`src/rtl/bcd_timer_pkg.sv`:
```
// timer_pkg: shared FSM state type, BCD digit width and digit limits for bcd_timer.
package timer_pkg;
    localparam int DIGIT_W = 4;
    typedef logic [DIGIT_W-1:0] digit_t;
    localparam digit_t LIM_NINE = 4'd9;
    localparam digit_t LIM_FIVE = 4'd5;
    typedef enum logic [1:0] {IDLE, RUN, PAUSE} state_t;
endpackage

```
`src/rtl/bcd_timer_digit.sv`:
```
// bcd_digit: one mod-(LIMIT+1) BCD digit with increment in and carry out.
module bcd_digit
    import timer_pkg::*;
#(
    parameter digit_t LIMIT = LIM_NINE
) (
    input  logic   clk,
    input  logic   rst,
    input  logic   clr,
    input  logic   inc,
    output digit_t value,
    output logic   carry
);
    // >= rather than == so an out-of-range value still folds back to zero
    assign carry = inc && (value >= LIMIT);
    always_ff @(posedge clk) begin
        if (rst || clr) value <= '0;
        else if (inc) value <= (value >= LIMIT) ? '0 : value + 1'b1;
    end
endmodule

```
`src/rtl/bcd_timer.sv`:
```
// bcd_timer: MM:SS stopwatch counting rising edges of a divided tick input.
// Optional lap hold of the displayed digits is built with BCD_TIMER_LAP_HOLD_EN.
module bcd_timer
    import timer_pkg::*;
#(
    parameter int TICKS_PER_SEC = 6
) (
    input  logic               I_CLK,
    input  logic               rst,
    input  logic               I_TICK,
    input  logic               I_START,
    input  logic               I_STOP,
    input  logic               I_CLR,
    input  logic               I_LAP,
    output logic [DIGIT_W-1:0] O_SEC_ONES,
    output logic [DIGIT_W-1:0] O_SEC_TENS,
    output logic [DIGIT_W-1:0] O_MIN_ONES,
    output logic [DIGIT_W-1:0] O_MIN_TENS,
    output logic               O_RUN,
    output logic               O_WRAP
);
    localparam logic [7:0] PS_LAST = 8'(TICKS_PER_SEC - 1);
    state_t state, state_next;
    logic tick_d, tick_edge, count_tick, sec_inc;
    logic [7:0] presc;
    logic [3:0] carry;
    digit_t sec_ones, sec_tens, min_ones, min_tens;
    logic [4*DIGIT_W-1:0] live, shown;
    assign tick_edge = I_TICK & ~tick_d;
    always_ff @(posedge I_CLK) begin
        if (rst) begin
            state  <= IDLE;
            tick_d <= 1'b0;
        end else begin
            state  <= state_next;
            tick_d <= I_TICK;
        end
    end
    // clear dominates stop, stop dominates start; stop outside RUN changes nothing
    always_comb begin
        state_next = I_CLR ? IDLE :
                     I_STOP ? ((state == RUN) ? PAUSE : state) :
                     I_START ? RUN : state;
    end
    assign count_tick = (state == RUN) && tick_edge && !I_CLR && !I_STOP;
    assign sec_inc    = count_tick && (presc >= PS_LAST);
    always_ff @(posedge I_CLK) begin
        if (rst || I_CLR || state == IDLE) presc <= '0;
        else if (count_tick) presc <= (presc >= PS_LAST) ? '0 : presc + 8'd1;
    end
    bcd_digit #(.LIMIT(LIM_NINE)) u_sec_ones (
        .clk(I_CLK), .rst(rst), .clr(I_CLR), .inc(sec_inc),
        .value(sec_ones), .carry(carry[0])
    );
    bcd_digit #(.LIMIT(LIM_FIVE)) u_sec_tens (
        .clk(I_CLK), .rst(rst), .clr(I_CLR), .inc(carry[0]),
        .value(sec_tens), .carry(carry[1])
    );
    bcd_digit #(.LIMIT(LIM_NINE)) u_min_ones (
        .clk(I_CLK), .rst(rst), .clr(I_CLR), .inc(carry[1]),
        .value(min_ones), .carry(carry[2])
    );
    bcd_digit #(.LIMIT(LIM_FIVE)) u_min_tens (
        .clk(I_CLK), .rst(rst), .clr(I_CLR), .inc(carry[2]),
        .value(min_tens), .carry(carry[3])
    );
    assign live = {min_tens, min_ones, sec_tens, sec_ones};
    always_ff @(posedge I_CLK) begin
        if (rst) O_WRAP <= 1'b0;
        else O_WRAP <= carry[3];
    end
`ifdef BCD_TIMER_LAP_HOLD_EN
    logic lap_d, lap_edge, hold;
    logic [4*DIGIT_W-1:0] held;
    assign lap_edge = I_LAP & ~lap_d;
    // the frozen copy is taken from the value on display when the lap edge arrives
    always_ff @(posedge I_CLK) begin
        if (rst) begin
            lap_d <= 1'b0;
            hold  <= 1'b0;
            held  <= '0;
        end else begin
            lap_d <= I_LAP;
            if (I_CLR) hold <= 1'b0;
            else if (lap_edge) hold <= !hold && (state == RUN);
            if (lap_edge && !hold) held <= live;
        end
    end
    assign shown = hold ? held : live;
`else
    logic lap_unused;
    assign lap_unused = I_LAP;
    assign shown      = live;
`endif
    assign O_SEC_ONES = shown[DIGIT_W-1:0];
    assign O_SEC_TENS = shown[2*DIGIT_W-1:DIGIT_W];
    assign O_MIN_ONES = shown[3*DIGIT_W-1:2*DIGIT_W];
    assign O_MIN_TENS = shown[4*DIGIT_W-1:3*DIGIT_W];
    assign O_RUN      = (state == RUN);
endmodule
```
`config.mk`:
```
export PLATFORM = sky130hd
export DESIGN_NAME = bcd_timer
export DESIGN_NICKNAME = d
export VERILOG_FILES = /design/src/rtl/bcd_timer_pkg.sv /design/src/rtl/bcd_timer_digit.sv /design/src/rtl/bcd_timer.sv
export SDC_FILE = /design/constraint.sdc
export NUM_CORES = 1
export LEC_CHECK = 0
export ABC_CLOCK_PERIOD_IN_PS = 5300
export CAP_MARGIN = 20
export CORE_AREA = 3 3 70 72
export CTS_BUF_LIST = sky130_fd_sc_hd__clkbuf_4 sky130_fd_sc_hd__clkbuf_8
export DETAILED_ROUTE_END_ITERATION = 8
export DIE_AREA = 0 0 73 75
export PLACE_DENSITY = 0.64
export SYNTH_ARGS = -nofsm -noshare
export SYNTH_HDL_FRONTEND = slang
export SYNTH_HIERARCHICAL = 1
export SYNTH_SLANG_ARGS = --single-unit
```
`constraint.sdc`:
```
create_clock -name I_CLK -period 5.3 [get_ports I_CLK]
set_input_delay 0.53 -clock I_CLK [delete_from_list [all_inputs] [get_ports I_CLK]]
set_output_delay 0.53 -clock I_CLK [all_outputs]
set_load 0.01 [all_outputs]
```
# Word-level counts from Yosys, hierarchy flattened
# Cells that the tools add are included.
# totals
in_bits	7
output_inout_bits	18
reg_bits	28
# classes
reduce_logical	16
muxes	8
n_lt_le_gt_ge	5
bitwise	2
n_addsub	5
n_eq_ne	2
# op_table
cell	count
$add A4 B1 Y4 const B	4
$mux W4	4
$add A8 B1 Y8 const B	1
$ge A4 B3 Y1 const B	2
$ge A4 B4 Y1 const B	2
$ge A8 B3 Y1 const B	1
$logic_and A1 B1 Y1	8
$mux W8	1
$mux W2	3
$eq A2 B1 Y1 const B	1
$logic_not A1 Y1	2
$logic_not A2 Y1	1
$logic_or A1 B1 Y1	2
$ne A2 B1 Y1 const B	1
$reduce_and A2 Y1	1
$reduce_bool A2 Y1	1
$reduce_or A2 Y1	1
$and A1 B1 Y1	1
$not A1 Y1	1

# Longest topological paths before layout
# logic_depth
depth_word	10
ltp_mapped	12

# Modules after synthesis
# Netlist, hierarchy kept.
# modules_own_cells
mod	cells_per_inst	instances	seq_area_each_um2	area_each_um2
bcd_timer	72	1	240.2	664.4
bcd_digit (u_min_tens ...)	28	2	80.1	279.0
bcd_digit (u_min_ones ...)	27	2	80.1	254.0

# Least setup slack after synthesis
# Ideal clock, no wire load.
# synth_timing
path_kind	input -> register
startpoint	input I_STOP
endpoint	register u_min_tens.value[2]
path_slack_ns	2.382
required_time_ns	5.180
stages	9
setup_time_ns	0.120
n_path_buf	0
arrival_ns	2.798
cell_sequence	or4b_4 > nor2_2 > and2_1 > and2_2 > nor2b_1 > and2_2 > and2b_2 > a221oi_2 > nor3_1
# synth_via
elab_chain_cells	6
# synth_rtl
element	line	rtl
start, declared	bcd_timer.sv:12	input logic I_STOP,
$logic_not A1 Y1	bcd_timer.sv:45	assign count_tick = (state == RUN) && tick_edge && !I_CLR && !I_STOP;
$logic_and A1 B1 Y1	bcd_timer.sv:45	
$logic_and A1 B1 Y1	bcd_timer.sv:46	assign sec_inc = count_tick && (presc >= PS_LAST);
named net sec_inc	bcd_timer.sv:24	logic tick_d, tick_edge, count_tick, sec_inc;
$logic_and A1 B1 Y1	bcd_timer_digit.sv:15	assign carry = inc && (value >= LIMIT);
named net carry[0]	bcd_timer.sv:26	logic [3:0] carry;
$logic_and A1 B1 Y1	bcd_timer_digit.sv:15	
named net carry[1]	bcd_timer.sv:26	
$logic_and A1 B1 Y1	bcd_timer_digit.sv:15	
named net carry[2]	bcd_timer.sv:26	
end signal, assigned	bcd_timer_digit.sv:18	else if (inc) value <= (value >= LIMIT) ? '0 : value + 1'b1;
end, declared	bcd_timer_digit.sv:11	output digit_t value,
# The timed path passes the listed nets, and every way through them passes these cells.
# A chain may end at the register's enable or synchronous reset.

# Worst setup path after layout
# layout_timing
startpoint	input I_CLR
endpoint	register u_min_tens.value[2]
# layout_via
elab_chain_cells	7
elab_cells_between_ends	8
cone_classes	reduce/logical (8)
# layout_rtl
element	line	rtl
start, declared	bcd_timer.sv:13	input logic I_CLR,
$logic_not A1 Y1	bcd_timer.sv:45	
$logic_and A1 B1 Y1 (2 in a row)	bcd_timer.sv:45	
$logic_and A1 B1 Y1	bcd_timer.sv:46	
named net sec_inc	bcd_timer.sv:24	
$logic_and A1 B1 Y1	bcd_timer_digit.sv:15	
named net carry[0]	bcd_timer.sv:26	
$logic_and A1 B1 Y1	bcd_timer_digit.sv:15	
named net carry[1]	bcd_timer.sv:26	
$logic_and A1 B1 Y1	bcd_timer_digit.sv:15	
named net carry[2]	bcd_timer.sv:26	
# The timed path passes the listed nets, and every way through them passes these cells.

==> metrics.txt <==
total number of clock tree sinks 28; number of antenna repair diodes 0; width of the chip 73 um; nets 231; maximum root-to-sink buffer count 2; share of the yosys chip area belonging to registers roughly a third; count of buffers from port buffering 23; routed via count 1,408; most frequent cells after synthesis sky130_fd_sc_hd__dfxtp_1, sky130_fd_sc_hd__inv_1, sky130_fd_sc_hd__ha_1; violation count after the first detailed-routing iteration 78; relative contribution of sequential cells to total power between 50% and 60%; total detailed-routing wirelength ~3300 um; overall track demand over capacity in global routing between 10% and 20%; Arr. time, crit path 3.85 ns; number of instances in the synthesized netlist approximately 180; total gr overflow 0; area enclosed by the die boundary ~0.0055 sq mm; most used standard cell by instance count after synthesis sky130_fd_sc_hd__dfxtp_1; cell area after synthesis between 0.0015 and 0.002 sq mm; VDD IR max 0.114 mV; clock buffer count from CTS 3; Core ar. between 0.004 and 0.005 sq mm; via count of the first global-routing pass about 1,300; Synth Flop Type sky130_fd_sc_hd__dfxtp_1; final hold violation count 0; register bit total from synthesis 28; total negative slack for setup checks 0 ns; maximum clock rate 269 MHz; row count 24; clock power share between 30% and 40%; Pint between 0.0002 and 0.0003 W; PwrDens between 150 and 200 mW/mm^2; family of cells with the greatest summed delay on the critical path simple AND/OR/NAND/NOR gates; biggest cell delay along the critical path 0.53 ns; leakage power of the design 0.718 nW; Required @ worst endpoint between 5 and 6 ns; cell with the most instances on the worst path sky130_fd_sc_hd__and2_2; half-perimeter wire length of the detailed placement result 2390 um; class of the most critical setup path in -> reg; async set-reset flop share out of synthesis 0%; Final Slew Violations 0; Unique masters post-synth 45; slack of the critical path ~1.6 ns; tightest slew margin relative to the limit between 40% and 50%; max-cap viol count 0; wire length of the first global-routing pass slightly below 6000 um; number of antenna violations at the first check in global routing 0; post-CTS repair timing setup buffer count 0; Slew @ Worst Pin about 0.86 ns; H-tree Lvls 1; count of boundary I/O pins 25; setup-violating endpoint count in the final report 0; final non-filler cell total 260; NetSw approximately 0.000075 W; warnings from Yosys 6; leading post-synthesis cells by cell area sky130_fd_sc_hd__dfxtp_1, sky130_fd_sc_hd__ha_1, sky130_fd_sc_hd__inv_1; fraction of the core area covered by cells at the end of the flow a little under half; number of placed instances with taps included 256; kind of end point of the critical path flop; pin count of the biggest net entering global routing 18; Synth top area share roughly a third; number of flops mapped to enable cells by yosys 0; share of layout cells above drive strength 1 between 10% and 20%; # DRC 0; cell breakdown of the critical path clkdlybuf4s50_1 -> buf_4 -> or4b_4 -> nor2_2 -> and2_1 -> and2_2 -> nor2b_1 -> and2_2 -> and2b_2 -> a221oi_2 -> nor3_1; vertical die dimension 75 um; TritonRoute pass-1 iters 4; cell type with the largest total area after synthesis sky130_fd_sc_hd__dfxtp_1; Max Fanout on Critical Path 17; CTS tree yes; placer's final routability congestion estimate about 0.8; total power after layout about 0.00036 W; buffer cell driving the clock tree root sky130_fd_sc_hd__clkbuf_8; RSZ-0062 raised after global routing no; buffer and inverter count on the worst path 2; vias per cell roughly 5.4; average cell area after synthesis around 9.5 sq um; Resized cells post-CTS 0; post-CTS clock slew at the launch and capture registers of the worst setup and hold paths roughly 0.090 ns; worst hold path type reg -> reg; final critical-path required period about 3.7 ns; Setup crit start kind input pin; syn nets around 200; average wire length per cell after detail routing around 13 um; DP Worst Slack 1.32 ns; Switching Fraction a little over a fifth; hold_buf cts 0; cell with the biggest individual delay on the critical path sky130_fd_sc_hd__or4b_4; area added between synthesis and finish 20.2%; effective utilization at floorplan around two fifths; post-route antenna net violation count 0; run status finished clean; part of the cycle the worst path needs 70.0%; combinational group share of total power 4.8%; Skew-Pair Late Insertion Delay 0.27 ns; clock skew 0.00262 ns
-- placed cells by master, fill, tap and decap left out, types with 2 or more instances in the layout --
master                             n
sky130_fd_sc_hd__nand3_1           8
sky130_fd_sc_hd__nand3b_1          4
sky130_fd_sc_hd__nor4_1            4
sky130_fd_sc_hd__a221oi_1          6
sky130_fd_sc_hd__nor2b_1           6
sky130_fd_sc_hd__nor2_1            7
sky130_fd_sc_hd__clkbuf_8          4
sky130_fd_sc_hd__and2_1            4
sky130_fd_sc_hd__a31o_2            7
sky130_fd_sc_hd__clkdlybuf4s50_1  23
sky130_fd_sc_hd__inv_1            17
sky130_fd_sc_hd__nand4b_1          2
sky130_fd_sc_hd__o21a_1            2
sky130_fd_sc_hd__mux2i_1           2
sky130_fd_sc_hd__o21ai_0          11
sky130_fd_sc_hd__nor2b_4           2
sky130_fd_sc_hd__ha_1             15
sky130_fd_sc_hd__and2b_2           4
sky130_fd_sc_hd__nand2b_4          2
sky130_fd_sc_hd__and4bb_2          3
sky130_fd_sc_hd__and2_2            2
sky130_fd_sc_hd__nor3_1            5
sky130_fd_sc_hd__nor2_4            2
sky130_fd_sc_hd__and4_1            2
sky130_fd_sc_hd__a221oi_2          3
sky130_fd_sc_hd__nand4_1           6
sky130_fd_sc_hd__a21oi_1           2
sky130_fd_sc_hd__a41oi_1           2
sky130_fd_sc_hd__a21boi_2          4
sky130_fd_sc_hd__dfxtp_1          28
sky130_fd_sc_hd__nand2b_1          3
sky130_fd_sc_hd__and3b_1           2
-- final timing paths --
kind | start | to | slack [ns] | cells after the start
worst min register to register | presc[7]$_SDFFE_PP0P_ | presc[7]$_SDFFE_PP0P_ | 0.48 | 2
worst max-delay path | I_CLR | u_min_tens/value[2]$_SDFFE_PP0P_ | 1.59 | 11
worst max register to register | tick_d$_SDFF_PP0_ | u_min_tens/value[2]$_SDFFE_PP0P_ | 2.10 | 9
worst min-delay path | presc[7]$_SDFFE_PP0P_ | presc[7]$_SDFFE_PP0P_ | 0.48 | 2
-- sequential cells by signal, indices dropped and copies added (netlist names) --
name	cells
tick_d	1
u_min_tens/value	4
O_WRAP	1
u_sec_tens/value	4
u_sec_ones/value	4
state	2
presc	8
u_min_ones/value	4
-- metal layers --
metal	share of wire, %	up-vias	wire length [um]	GRT usage, %
met3	2.4	4	79	2.54
met1	53	646	1740	17.9
li1	-	735	-	-
met5	0	-	0	0
met2	44	23	1440	20.7
met4	1.1	0	36	3.69
-- power by group through the flow --
stage / Sequential [W] / Combinational [W] / Clock [W]
floorplan: 0.000216 / 0.00000636 / 0
global placement: 0.000216 / 0.0000172 / 0
detailed placement: 0.000216 / 0.0000172 / 0
CTS: 0.000212 / 0.0000173 / 0.000137
global route: 0.000212 / 0.0000190 / 0.000147
finish: 0.000211 / 0.0000172 / 0.000131
-- cell families after synthesis --
| kind of cell | after synthesis | synth area share (%) |
|---|---|---|
| compound gates | 44 | 20.3 |
| flops | 28 | 32.4 |
| fa+ha+maj | 15 | 10.8 |
| simple gates | 74 | 31.1 |
| buf+inv | 19 | 4.19 |
| mux | 2 | 1.16 |
-- area by class of cell --
type | instances | area, sq um
inverters | 17 | 63.8
clock buffers | 4 | 55.1
repair buffers | 24 | 238
multi-input cells | 135 | 1100
flip-flops and latches | 28 | 561
fillers | 409 | 2270
well taps | 52 | 65.1
-- worst min-delay path, delay by kind of cell (launching register included) --
| kind | cells | cell delay, ns |
|---|---|---|
| compound gates | 1 | 0.06 |
| flops | 1 | 0.32 |
| buf+inv | 1 | 0.05 |
-- stage by stage --
step / area, sq um / hold WS (ns)
4_1_cts: 2080 / 0.478
6_report: 2080 / 0.479
5_1_grt: 2080 / 0.537
2_1_floorplan: 1730 / 0.442
3_5_place_dp: 2020 / 0.465
3_3_place_gp: 2020 / 0.457
Power figures use the tool's default switching activity.
